`src/rtl/fsk_carrier_div.sv`:
```
// Glitch-free programmable carrier divider: one of NUM_SEL period lengths, chosen
// by priority switches, changed or stopped only at the end of a low phase.
module fsk_carrier_div #(
  parameter int                       NUM_SEL   = 4,
  parameter int                       CNT_W     = 24,
  parameter logic [NUM_SEL*CNT_W-1:0] DIV_TABLE = {24'd8192, 24'd16384, 24'd32768, 24'd65536}
) (
  input  logic               clk_in,
  input  logic               rst_n,
  input  logic [NUM_SEL-1:0] sel,
  output logic               clk_out,
  output logic               tick,
  output logic [NUM_SEL-1:0] active_sel,
  output logic               switching
);

  localparam int IDX_W = (NUM_SEL > 1) ? $clog2(NUM_SEL) : 1;

  typedef enum logic {IDLE, RUN} state_t;

  state_t             state;
  logic [CNT_W-1:0]   cnt;
  logic [CNT_W-1:0]   h_len;
  logic [CNT_W-1:0]   l_len;

  logic [NUM_SEL-1:0] req;
  logic [IDX_W-1:0]   req_idx;
  logic [CNT_W-1:0]   req_div;
  logic [CNT_W-1:0]   req_h;
  logic [CNT_W-1:0]   req_l;

  // Priority decode: the highest-index set switch wins, so later iterations overwrite.
  always_comb begin
    // NOTE: every combinational output gets a default first so no path can infer a latch.
    req     = '0;
    req_idx = '0;
    for (int i = 0; i < NUM_SEL; i++) begin
      if (sel[i]) begin
        req     = '0;
        req[i]  = 1'b1;
        req_idx = IDX_W'(i);
      end
    end
  end

  // Phase lengths of the requested ratio; odd periods put the extra cycle in the low phase.
  always_comb begin
    req_div = DIV_TABLE[int'(req_idx)*CNT_W +: CNT_W];
    if (req_div < CNT_W'(2)) req_div = CNT_W'(2);
    req_h = req_div >> 1;
    req_l = req_div - req_h;
  end

  // Gated by reset so the status pin reads 0 while the block is held in reset.
  assign switching = rst_n && (req != active_sel);

  // NOTE: all state below uses non-blocking assignments so every register samples
  // pre-edge values, independent of statement order.
  always_ff @(posedge clk_in or negedge rst_n) begin
    if (!rst_n) begin
      state      <= IDLE;
      cnt        <= '0;
      h_len      <= '0;
      l_len      <= '0;
      clk_out    <= 1'b0;
      tick       <= 1'b0;
      active_sel <= '0;
    end else begin
      tick <= 1'b0;
      unique case (state)
        IDLE: begin
          cnt     <= '0;
          clk_out <= 1'b0;
          if (req != '0) begin
            state      <= RUN;
            active_sel <= req;
            h_len      <= req_h;
            l_len      <= req_l;
          end
        end
        RUN: begin
          if (!clk_out) begin
            if (cnt == l_len - CNT_W'(1)) begin
              // End of a low phase: the only point where the ratio may change or stop.
              cnt <= '0;
              if (req == '0) begin
                state      <= IDLE;
                active_sel <= '0;
              end else begin
                active_sel <= req;
                h_len      <= req_h;
                l_len      <= req_l;
                clk_out    <= 1'b1;
                tick       <= 1'b1;
              end
            end else begin
              cnt <= cnt + CNT_W'(1);
            end
          end else begin
            if (cnt == h_len - CNT_W'(1)) begin
              cnt     <= '0;
              clk_out <= 1'b0;
              tick    <= 1'b1;
            end else begin
              cnt <= cnt + CNT_W'(1);
            end
          end
        end
      endcase
    end
  end

endmodule
```
`config.mk`:
```
export PLATFORM = sky130hd
export DESIGN_NAME = fsk_carrier_div
export DESIGN_NICKNAME = d
export VERILOG_FILES = /design/src/rtl/fsk_carrier_div.sv
export SDC_FILE = /design/constraint.sdc
export NUM_CORES = 1
export LEC_CHECK = 0
export BUFFER_PORTS_ARGS = -buffer_cell sky130_fd_sc_hd__buf_4
export CORE_ASPECT_RATIO = 0.7
export CORE_MARGIN = 2
export CORE_UTILIZATION = 55
export DETAILED_ROUTE_END_ITERATION = 6
export PLACE_DENSITY = 0.73
export SLEW_MARGIN = 5
export SYNTH_ARGS = -nofsm -noshare
export SYNTH_HDL_FRONTEND = slang
export SYNTH_SLANG_ARGS = --single-unit
```
`constraint.sdc`:
```
create_clock -name clk_in -period 3.7 [get_ports clk_in]
set_input_delay 0.74 -clock clk_in [delete_from_list [all_inputs] [get_ports clk_in]]
set_output_delay 0.74 -clock clk_in [all_outputs]
set_load 0.1 [all_outputs]
```
==> run_results.csv <==
group,metric,value,unit
outcome,status,"completed",
critical_path,endpoint_kind,"flop",
placement,gp_congestion,0.883,
critical_path,r2r_setup_slack,0.55,ns
placement,dpl.cell_count,314,
power_and_ir_drop,p_per_area,338,nW/um^2
cts,h-tree-depth,2,
synth,syn_area,2380,sq um
synth,synth_commonest_cells,"47 x nor2_1, 41 x dfrtp_1, 18 x xnor2_1",
critical_path,path_max_fanout,9,
synth,yosysTopAreaCellShare,43.1,%
critical_path,timing.critical_path.from_type,"flop",
timing,worst_pin_slew,0.558,ns
critical_path,required,3.87,ns
cts,cts_resized,0,
floorplan,die_x,82.7,um
placement,numPortBuffers,12,
cells_and_area,layout-drive-gt1-share,9.29,%
power_and_ir_drop,combPwrFrac,7.5,%
global_route,grt_max_degree,43,
synth,synth_top_area_cell,"dfrtp_1",
global_route,antenna_found_initial,0,
cts,cts_setup_buffers,0,
power_and_ir_drop,switching_share,23.3,%
synth,synth.area.top_cells,"dfrtp_1 43%, nor2_1 7.4%, xnor2_1 6.6%",
cells_and_area,stdcell_count,321,
power_and_ir_drop,finalPower,871,uW
placement,hpwlAfterDp,3460,um
timing,finalClockSkew,0.00495,ns
global_route,first_global_vias,1794,
critical_path,crit_arrival,3.32,ns
timing,setup_violations,0,
floorplan,die_h,59.1,um
timing,rsz0062_at_grt,"false",
synth,syn_nets,272,
critical_path,r2r_end,"h_len[13]",
power_and_ir_drop,seqPwrFrac,52.3,%
synth,synthFlopType,"dfrtp_1",
global_route,grt_pass1_wl,8540,um
cells_and_area,n_fill_cell,349,
synth,synthCells,264,
run,cap_violations,0,
floorplan,ios,13,
timing,drv_slew,0,
cells_and_area,area_growth,8.09,%
timing,fmax,317,MHz
cts,cts_root_buf,"clkbuf_8",
drt,ant_nets,0,
drt,dr.pass1.iters,4,
cts,cts_buffers,5,
synth,synth-seq-cells,41,
drt,wl,4910,um
synth,syn_avg_cell_area,9.02,sq um
power_and_ir_drop,p_int,668,uW
worst_hold_path,hp-class,"in -> async",
critical_path,r2r-start,"l_len[0]",
timing,period_share,85.2,%
synth,synth.yosys.seq_area_share,43.1,%
synth,synth.most_common_cell,"nor2_1",
floorplan,num_rows,19,
synth,synth_edf_count,0,
placement,placed_area,2470,sq um
timing,final.setup.tns,0,ns
synth,ys_warn_count,0,
timing,period_minus_slack,3.15,ns
power_and_ir_drop,p_sw,203,uW
cts,holdBufCountCts,0,
floorplan,start_util,58.9,%
cts,cts_tree,"done",
power_and_ir_drop,p_leak,0.00110,uW
global_route,overflow,0,
synth,synth_cell_types,50,
power_and_ir_drop,clkPwrFrac,40.2,%
cts,clkSinkCount,41,
floorplan,design.die.area,4880,sq um
drt,wl_per_cell,15.3,um
cells_and_area,postLayoutCoreUtil,63.7,%
cts,clk_pin_slew,0.08,ns
drt,remaining_drc_errors,0,
critical_path,reg2regPathDepth,7,
drt,drtIter0Drc,105,
global_route,grt.total_usage,23.2,%
cells_and_area,antenna_cells,0,
cts,cts_max_path_buffers,2,
cells_and_area,nNetsFinal,277,
cts,clock_latency,0.29,ns
drt,vias_per_cell,5.81,
synth,async_reset_ff_share,100,%
cells_and_area,final_cell_area,2570,sq um
floorplan,coreArea,4040,sq um
critical_path,critPathKind,"reg -> reg",
timing,relSlewSlack,62.5,%
power_and_ir_drop,vdd_drop_max,0.000226,V
timing,hold_violations,0,
drt,vias,1864,
[worst max-delay path, cell delays in order, from the launching register on]
cell and delay [ns]:
dfrtp_1 0.45, nor3_1 0.52, a21boi_1 0.14, a2111oi_0 0.39, o2111ai_1 0.29, or4b_1 0.76, a21oi_4 0.36, o2bb2ai_1 0.12
[kinds of logic after synthesis]
| group | count (synthesis) | share of synthesized area [%] |
|---|---|---|
| compound gates | 37 | 12.0 |
| xor+xnor | 34 | 12.5 |
| fa+ha+maj | 2 | 1.05 |
| buf+inv | 25 | 4.52 |
| flops | 41 | 43.1 |
| mux | 1 | 0.420 |
| simple gates | 124 | 26.5 |
[final cells by class]
type | count | area, sq um | share of cell area, %
clock buffers | 5 | 68.8 | 2.67
well taps | 52 | 65.1 | 2.53
clock inverters | 2 | 35.0 | 1.36
multi-input cells | 198 | 1250 | 48.5
inverters | 11 | 41.3 | 1.60
flip-flops and latches | 41 | 1030 | 39.8
repair buffers | 12 | 90.1 | 3.50
[metal layers]
layer,GRT usage [%],routed length (um)
met5,0,0
met4,5.62,18
met3,5.03,191
met2,33.6,2130
met1,35.5,2570
[per-stage QoR]
stage	setup slack, ns	hold slack, ns
after CTS	0.554	0.441
after global routing	0.227	0.465
after global placement	0.752	0.494
after detailed placement	0.552	0.525
after floorplan	0.612	0.444
final	0.546	0.429
[power groups by stage]
stage               clock (uW)  sequential (uW)  combinational (uW)
global route               373              456                72.8
CTS                        354              456                65.4
detailed placement           0              464                64.7
floorplan                    0              469                36.6
global placement             0              464                63.9
finish                     351              456                65.3
[layout by cell type (no fill, tap or decap), types with 2 or more instances in the layout]
cell,n
or3_1,5
nor2_1,47
a211oi_1,2
o21ai_0,3
o21a_1,2
dfrtp_1,41
inv_1,11
xor2_1,16
o2bb2ai_1,6
o211ai_1,4
nand2_1,14
ha_1,2
clkbuf_8,5
nor4_1,6
nor3_1,10
a31oi_1,3
nand4_1,7
buf_4,12
nor3b_1,4
nor2b_1,6
and2_1,2
a21oi_1,5
nand3_1,12
xnor2_1,18
[worst max-delay path by stage]
stage | slack (ns) | cells after the start | start | to
4_1_cts | 0.55 | 7 | l_len[0] | h_len[13]
2_1_floorplan | 0.61 | 6 | active_sel[1] | switching
3_3_place_gp | 0.75 | 7 | l_len[0] | h_len[15]
5_1_grt | 0.23 | 7 | l_len[0] | active_sel[3]
3_5_place_dp | 0.55 | 7 | l_len[0] | h_len[15]
6_report | 0.55 | 7 | l_len[0] | h_len[13]
[state kept, by name, indices dropped and copies added (netlist names)]
signal / count
cnt: 24
l_len: 7
active_sel: 4
h_len: 3
clk_out: 1
state: 1
tick: 1
(Power assumes the default switching activity.)
